[src/rtl/alu_issue_pkg.sv]
// alu_issue_pkg: shared types and constants for the ALU issue front-end.
//   state_t     : issue FSM states
//   OP_*        : ALU opcode encodings
//   WIDTH       : default operand/result width (must match the ALU)
package alu_issue_pkg;
    localparam int WIDTH = 16;
    localparam logic [1:0] OP_ADD = 2'd0;
    localparam logic [1:0] OP_SUB = 2'd1;
    localparam logic [1:0] OP_MUL = 2'd2;
    localparam logic [1:0] OP_DIV = 2'd3;
    typedef enum logic [1:0] {IDLE, CFG, CAPT, RESP} state_t;
endpackage

[src/rtl/alu_issue_ctrl.sv]
// alu_issue_ctrl: valid/ready front-end that programs the ALU opcode, issues
// operands, captures the result and returns it with a divide-by-zero flag.
// Ports:
//   CLK, RESET              clock, asynchronous active-high reset
//   req_valid/req_ready     request handshake; req_op, req_a, req_b payload
//   resp_valid/resp_ready   response handshake; resp_c, resp_op, resp_dz payload
//   alu_a, alu_b            registered operands to the ALU
//   alu_c                   combinational ALU result
//   config_data, config_en  ALU opcode register write port
// Optional: ALU_OPCODE_CACHE_EN skips the config cycle when the requested
// opcode is already programmed into the ALU.
module alu_issue_ctrl
    import alu_issue_pkg::*;
#(
    parameter int WIDTH = alu_issue_pkg::WIDTH
) (
    input  logic             CLK,
    input  logic             RESET,
    input  logic             req_valid,
    output logic             req_ready,
    input  logic [1:0]       req_op,
    input  logic [WIDTH-1:0] req_a,
    input  logic [WIDTH-1:0] req_b,
    output logic             resp_valid,
    input  logic             resp_ready,
    output logic [WIDTH-1:0] resp_c,
    output logic [1:0]       resp_op,
    output logic             resp_dz,
    output logic [WIDTH-1:0] alu_a,
    output logic [WIDTH-1:0] alu_b,
    input  logic [WIDTH-1:0] alu_c,
    output logic [1:0]       config_data,
    output logic             config_en
);
    state_t           state_q, state_d;
    logic [1:0]       op_q, op_d, rop_q, rop_d;
    logic [WIDTH-1:0] a_q, a_d, b_q, b_d, c_q, c_d;
    logic             dz_q, dz_d, hit, dz_now;

`ifdef ALU_OPCODE_CACHE_EN
    logic       cache_vld_q;
    logic [1:0] cache_op_q;
    // The ALU opcode register is not reset, so the cache must forget on reset.
    always_ff @(posedge CLK or posedge RESET)
        if (RESET) begin
            cache_vld_q <= 1'b0;
            cache_op_q  <= '0;
        end else if (state_q == CFG) begin
            cache_vld_q <= 1'b1;
            cache_op_q  <= op_q;
        end
    assign hit = cache_vld_q && (req_op == cache_op_q);
`else
    assign hit = 1'b0;
`endif

    // Outputs decode straight from registered state so reset clears them at once.
    assign req_ready   = state_q == IDLE;
    assign config_en   = state_q == CFG;
    assign config_data = config_en ? op_q : 2'd0;
    assign resp_valid  = state_q == RESP;
    assign alu_a       = a_q;
    assign alu_b       = b_q;
    assign resp_c      = c_q;
    assign resp_op     = rop_q;
    assign resp_dz     = dz_q;
    assign dz_now      = (op_q == OP_DIV) && (b_q == '0);

    always_comb begin
        state_d = state_q;
        op_d    = op_q;
        a_d     = a_q;
        b_d     = b_q;
        c_d     = c_q;
        rop_d   = rop_q;
        dz_d    = dz_q;
        case (state_q)
            IDLE: if (req_valid) begin
                op_d    = req_op;
                a_d     = req_a;
                b_d     = req_b;
                state_d = hit ? CAPT : CFG;
            end
            CFG:  state_d = CAPT;
            CAPT: begin
                // The ALU leaves divide-by-zero undefined; return all ones instead.
                c_d     = dz_now ? '1 : alu_c;
                rop_d   = op_q;
                dz_d    = dz_now;
                state_d = RESP;
            end
            RESP: if (resp_ready) state_d = IDLE;
            default: state_d = IDLE;
        endcase
    end

    always_ff @(posedge CLK or posedge RESET)
        if (RESET) begin
            state_q <= IDLE;
            op_q    <= '0;
            a_q     <= '0;
            b_q     <= '0;
            c_q     <= '0;
            rop_q   <= '0;
            dz_q    <= 1'b0;
        end else begin
            state_q <= state_d;
            op_q    <= op_d;
            a_q     <= a_d;
            b_q     <= b_d;
            c_q     <= c_d;
            rop_q   <= rop_d;
            dz_q    <= dz_d;
        end
endmodule

[config.mk]
export PLATFORM = sky130hd
export DESIGN_NAME = alu_issue_ctrl
export DESIGN_NICKNAME = d
export VERILOG_FILES = /design/src/rtl/alu_issue_pkg.sv /design/src/rtl/alu_issue_ctrl.sv
export SDC_FILE = /design/constraint.sdc
export NUM_CORES = 1
export LEC_CHECK = 0
export BUFFER_PORTS_ARGS = -buffer_cell sky130_fd_sc_hd__buf_4
export CELL_PAD_IN_SITES_DETAIL_PLACEMENT = 2
export CELL_PAD_IN_SITES_GLOBAL_PLACEMENT = 2
export CORE_MARGIN = 2
export CORE_UTILIZATION = 32
export DETAILED_ROUTE_END_ITERATION = 7
export PLACE_DENSITY = 0.94
export SLEW_MARGIN = 20
export SYNTH_ARGS = -nofsm -noshare
export SYNTH_HDL_FRONTEND = slang
export SYNTH_SLANG_ARGS = --single-unit
export TNS_END_PERCENT = 1
[constraint.sdc]
create_clock -name CLK -period 5.2 [get_ports CLK]
set_clock_uncertainty 0.05 [all_clocks]
set_input_delay 1.04 -clock CLK [delete_from_list [all_inputs] [get_ports CLK]]
set_output_delay 1.04 -clock CLK [all_outputs]
set_load 0.01 [all_outputs]
==> metrics.yaml <==
status:
  run_status: "finished, final reports clean"
routing:
  highest_layer: "met4"
  vias: 1705
  wire_per_inst_um: 18.2
  met3_length_um: 461
  drt-met1-wl_mm: 2.45
  drtIter0Drc: 27
  vias_per_cell: 4.65
  wl_met2_mm: 3.71
  dr.pass1.iters: 3
  wl_mm: 6.68
  drtAntennaViolNets: 0
  drcViolationCount: 0
clocking:
  htree_levels: 2
  clockBufferDepth: 2
  clock_sinks: 55
  cts_resized: 0
  hold_buffers: 0
  cts_root_buf: "clkbuf_8"
  cts_buffers: 5
  cts_tree: "done"
  insertion_delay_ps: 310
  clk_pin_slew_ps: 110
  cts_setup_buffers: 0
grt:
  grt_pass1_wl_mm: 10.6
  grt_max_degree: 56
  grtUsageTotal_pct: 16.6
  grt_pass1_vias: 1952
  antenna_found_initial: 0
  overflow: 0
timing:
  slew_violations: 0
  period_minus_slack_ps: 2440
  hold_viol: 0
  maxSlewHeadroom_pct: 35.1
  setup_viol: 0
  rsz0062_at_grt: "false"
  max_freq_mhz: 410
  min_period_over_period_pct: 46.9
  tightest_slew_ps: 970
  finalSetupTns_ps: 0
logic_synthesis:
  synthesis.nets: 214
  synth-simple-area-share_pct: 5.78
  yosysUniqueCellTypes: 18
  seq_area_frac_synth_pct: 58.4
  yosysWarnings: 0
  muxShareOfSynthArea_pct: 24.9
  synth_compound_area_share_pct: 5.62
  synthCells: 155
  yosys.area_share.xor_xnor_pct: 0
  synth_fa_ha_area_share_pct: 2.65
  synth-seq-cells: 55
  syn_area_mm2: 0.00236
  synth_top_family_by_area: "multiplexers"
  synth_area_per_cell_um2: 15.2
setup_path:
  crit_path_start_kind: "register"
  crit_slowest_cell: "dfrtp_1"
  critPathRequiredTime_ps: 4110
  worstPathBufferInverterCount: 2
  critPathArrivalTime_ps: 1350
  cp_slowest_stage_delay_ps: 430
  worstSetupPathType: "register to output pin"
  cp_cell_sequence: "inv_1 > ha_1 > and2_1 > buf_4"
  cp_top_family: "flip-flops"
  critPathMaxFanout: 4
  cp-end-kind: "output pin"
power:
  total_leakage_power_nw: 1.58
  netSwitchingFraction_pct: 38.2
  comb_power_share_pct: 47.4
  p_int_mw: 1.26
  irDropWorstVdd_uv: 189
  pwr-share-clk_pct: 11.7
  power_frac_seq_pct: 40.9
  power_density_mw_per_mm2: 605
  switchingPower_uw: 780
run:
  maxCapViolCount: 0
final_layout:
  final_net_count: 326
  area_growth_pct: 42.8
  drive_gt1_share_pct: 50.4
  n_fill_cell: 705
  instances_no_fill: 367
  diodes: 0
floorplanning:
  chipWidth_um: 89.9
  initial_core_util_pct: 32.9
  row_count: 31
  die_h_um: 89.9
  coreArea_mm2: 0.00718
  die_area_mm2: 0.00807
  io_pins: 110
min_path:
  hold_path_class: "register to register"
placed_design:
  dp_hpwl_mm: 5.07
  io_buffer_count: 109
  placed_cells: 359
  place_congestion: 0.685
## cells in the mapped netlist (all sizes together)
master | number | area share [%]
nand4 | 1 | 0.90
mux2i | 17 | 7.2
nor4 | 3 | 2.7
nand2 | 1 | 0.16
inv | 6 | 0.95
o22ai | 2 | 0.80
nand3b | 1 | 0.32
buf | 7 | 1.8
mux2 | 37 | 18
o21ai | 16 | 4.8
nor2 | 1 | 0.16
ha | 5 | 2.7
nor4b | 1 | 1.0
and2 | 2 | 0.53
dfrtp | 55 | 58
## path summary, 6_finish.rpt
path                            startpoint              to  slack, ps  depth (start not counted)
worst max register to register  state_q[0]       alu_a[10]       3370                          5
worst min-delay path              alu_a[4]        alu_a[4]        460                          1
worst min register to register    alu_a[4]        alu_a[4]        460                          1
max in group asynchronous            RESET        alu_b[9]       3740                          3
worst max-delay path            state_q[1]  config_data[0]       2760                          4
min in group asynchronous            RESET        alu_a[3]        880                          3
## layer usage
layer,track usage (%),vias to the layer above
met5,0,-
met4,3.59,0
met3,5.70,6
met2,31.3,64
met1,18.1,864
li1,-,771
## layout make-up
type	count	area [µm²]	area share, %
inverters	6	22.5	0.669
repair buffers	112	841	25.0
clock buffers	6	72.6	2.16
clock inverters	2	12.5	0.372
flip-flops and latches	55	1380	40.9
well taps	99	124	3.68
multi-input cells	87	918	27.3
## sequential cells by signal, summed over array words and instances, names as in the netlist
| signal | cells |
|---|---|
| state_q | 2 |
| alu_b | 16 |
| resp_c | 16 |
| resp_op | 2 |
| op_q | 2 |
| resp_dz | 1 |
| alu_a | 16 |
## worst register-to-register path: stages, from the launching register on
cell and delay (ps):
dfrtp_1 410, inv_1 110, ha_1 250, nand2_1 80, buf_4 410, mux2_1 410
## cell usage in the layout, fill, tap and decap left out, types with 2 or more instances in the layout
| cell type | n |
|---|---|
| and2_1 | 2 |
| buf_4 | 112 |
| clkbuf_8 | 5 |
| dfrtp_1 | 55 |
| ha_1 | 5 |
| inv_1 | 5 |
| mux2_1 | 37 |
| mux2i_1 | 17 |
| nor4_4 | 3 |
| o21ai_1 | 7 |
| o21ai_2 | 9 |
## per-stage QoR
| stage | cell area (µm²) | hold WS [ps] | total power, mW | util (%) | setup WS (ps) |
|---|---|---|---|---|---|
| 6_report | 3370 | 459 | 2.04 | 46.9 | 2760 |
| 4_1_cts | 3370 | 461 | 2.08 | 46.9 | 2750 |
| 3_3_place_gp | 3280 | 422 | 1.75 | 45.7 | 3030 |
| 3_5_place_dp | 3280 | 437 | 1.84 | 45.7 | 2970 |
| 5_1_grt | 3370 | 469 | 2.18 | 46.9 | 2680 |
| 2_1_floorplan | 2360 | 448 | 1.31 | - | 2770 |
## power by group through the flow
stage / clock [mW] / combinational, mW / sequential [mW]
after floorplan: 0 / 0.410 / 0.899
after global placement: 0 / 0.931 / 0.818
after detailed placement: 0 / 0.992 / 0.845
after CTS: 0.245 / 0.993 / 0.840
after global routing: 0.264 / 1.05 / 0.869
final: 0.238 / 0.967 / 0.833
## kinds of logic (layout without fill, tap and decap cells)
| group | after synthesis | in the layout |
|---|---|---|
| DFF | 55 | 55 |
| and+or+nand+nor | 10 | 10 |
| buffers and inverters | 13 | 126 |
| muxes | 54 | 54 |
| AOI/OAI and AO/OA | 18 | 18 |
| adders and majority gates | 5 | 5 |
Power figures use the tool's default switching activity.
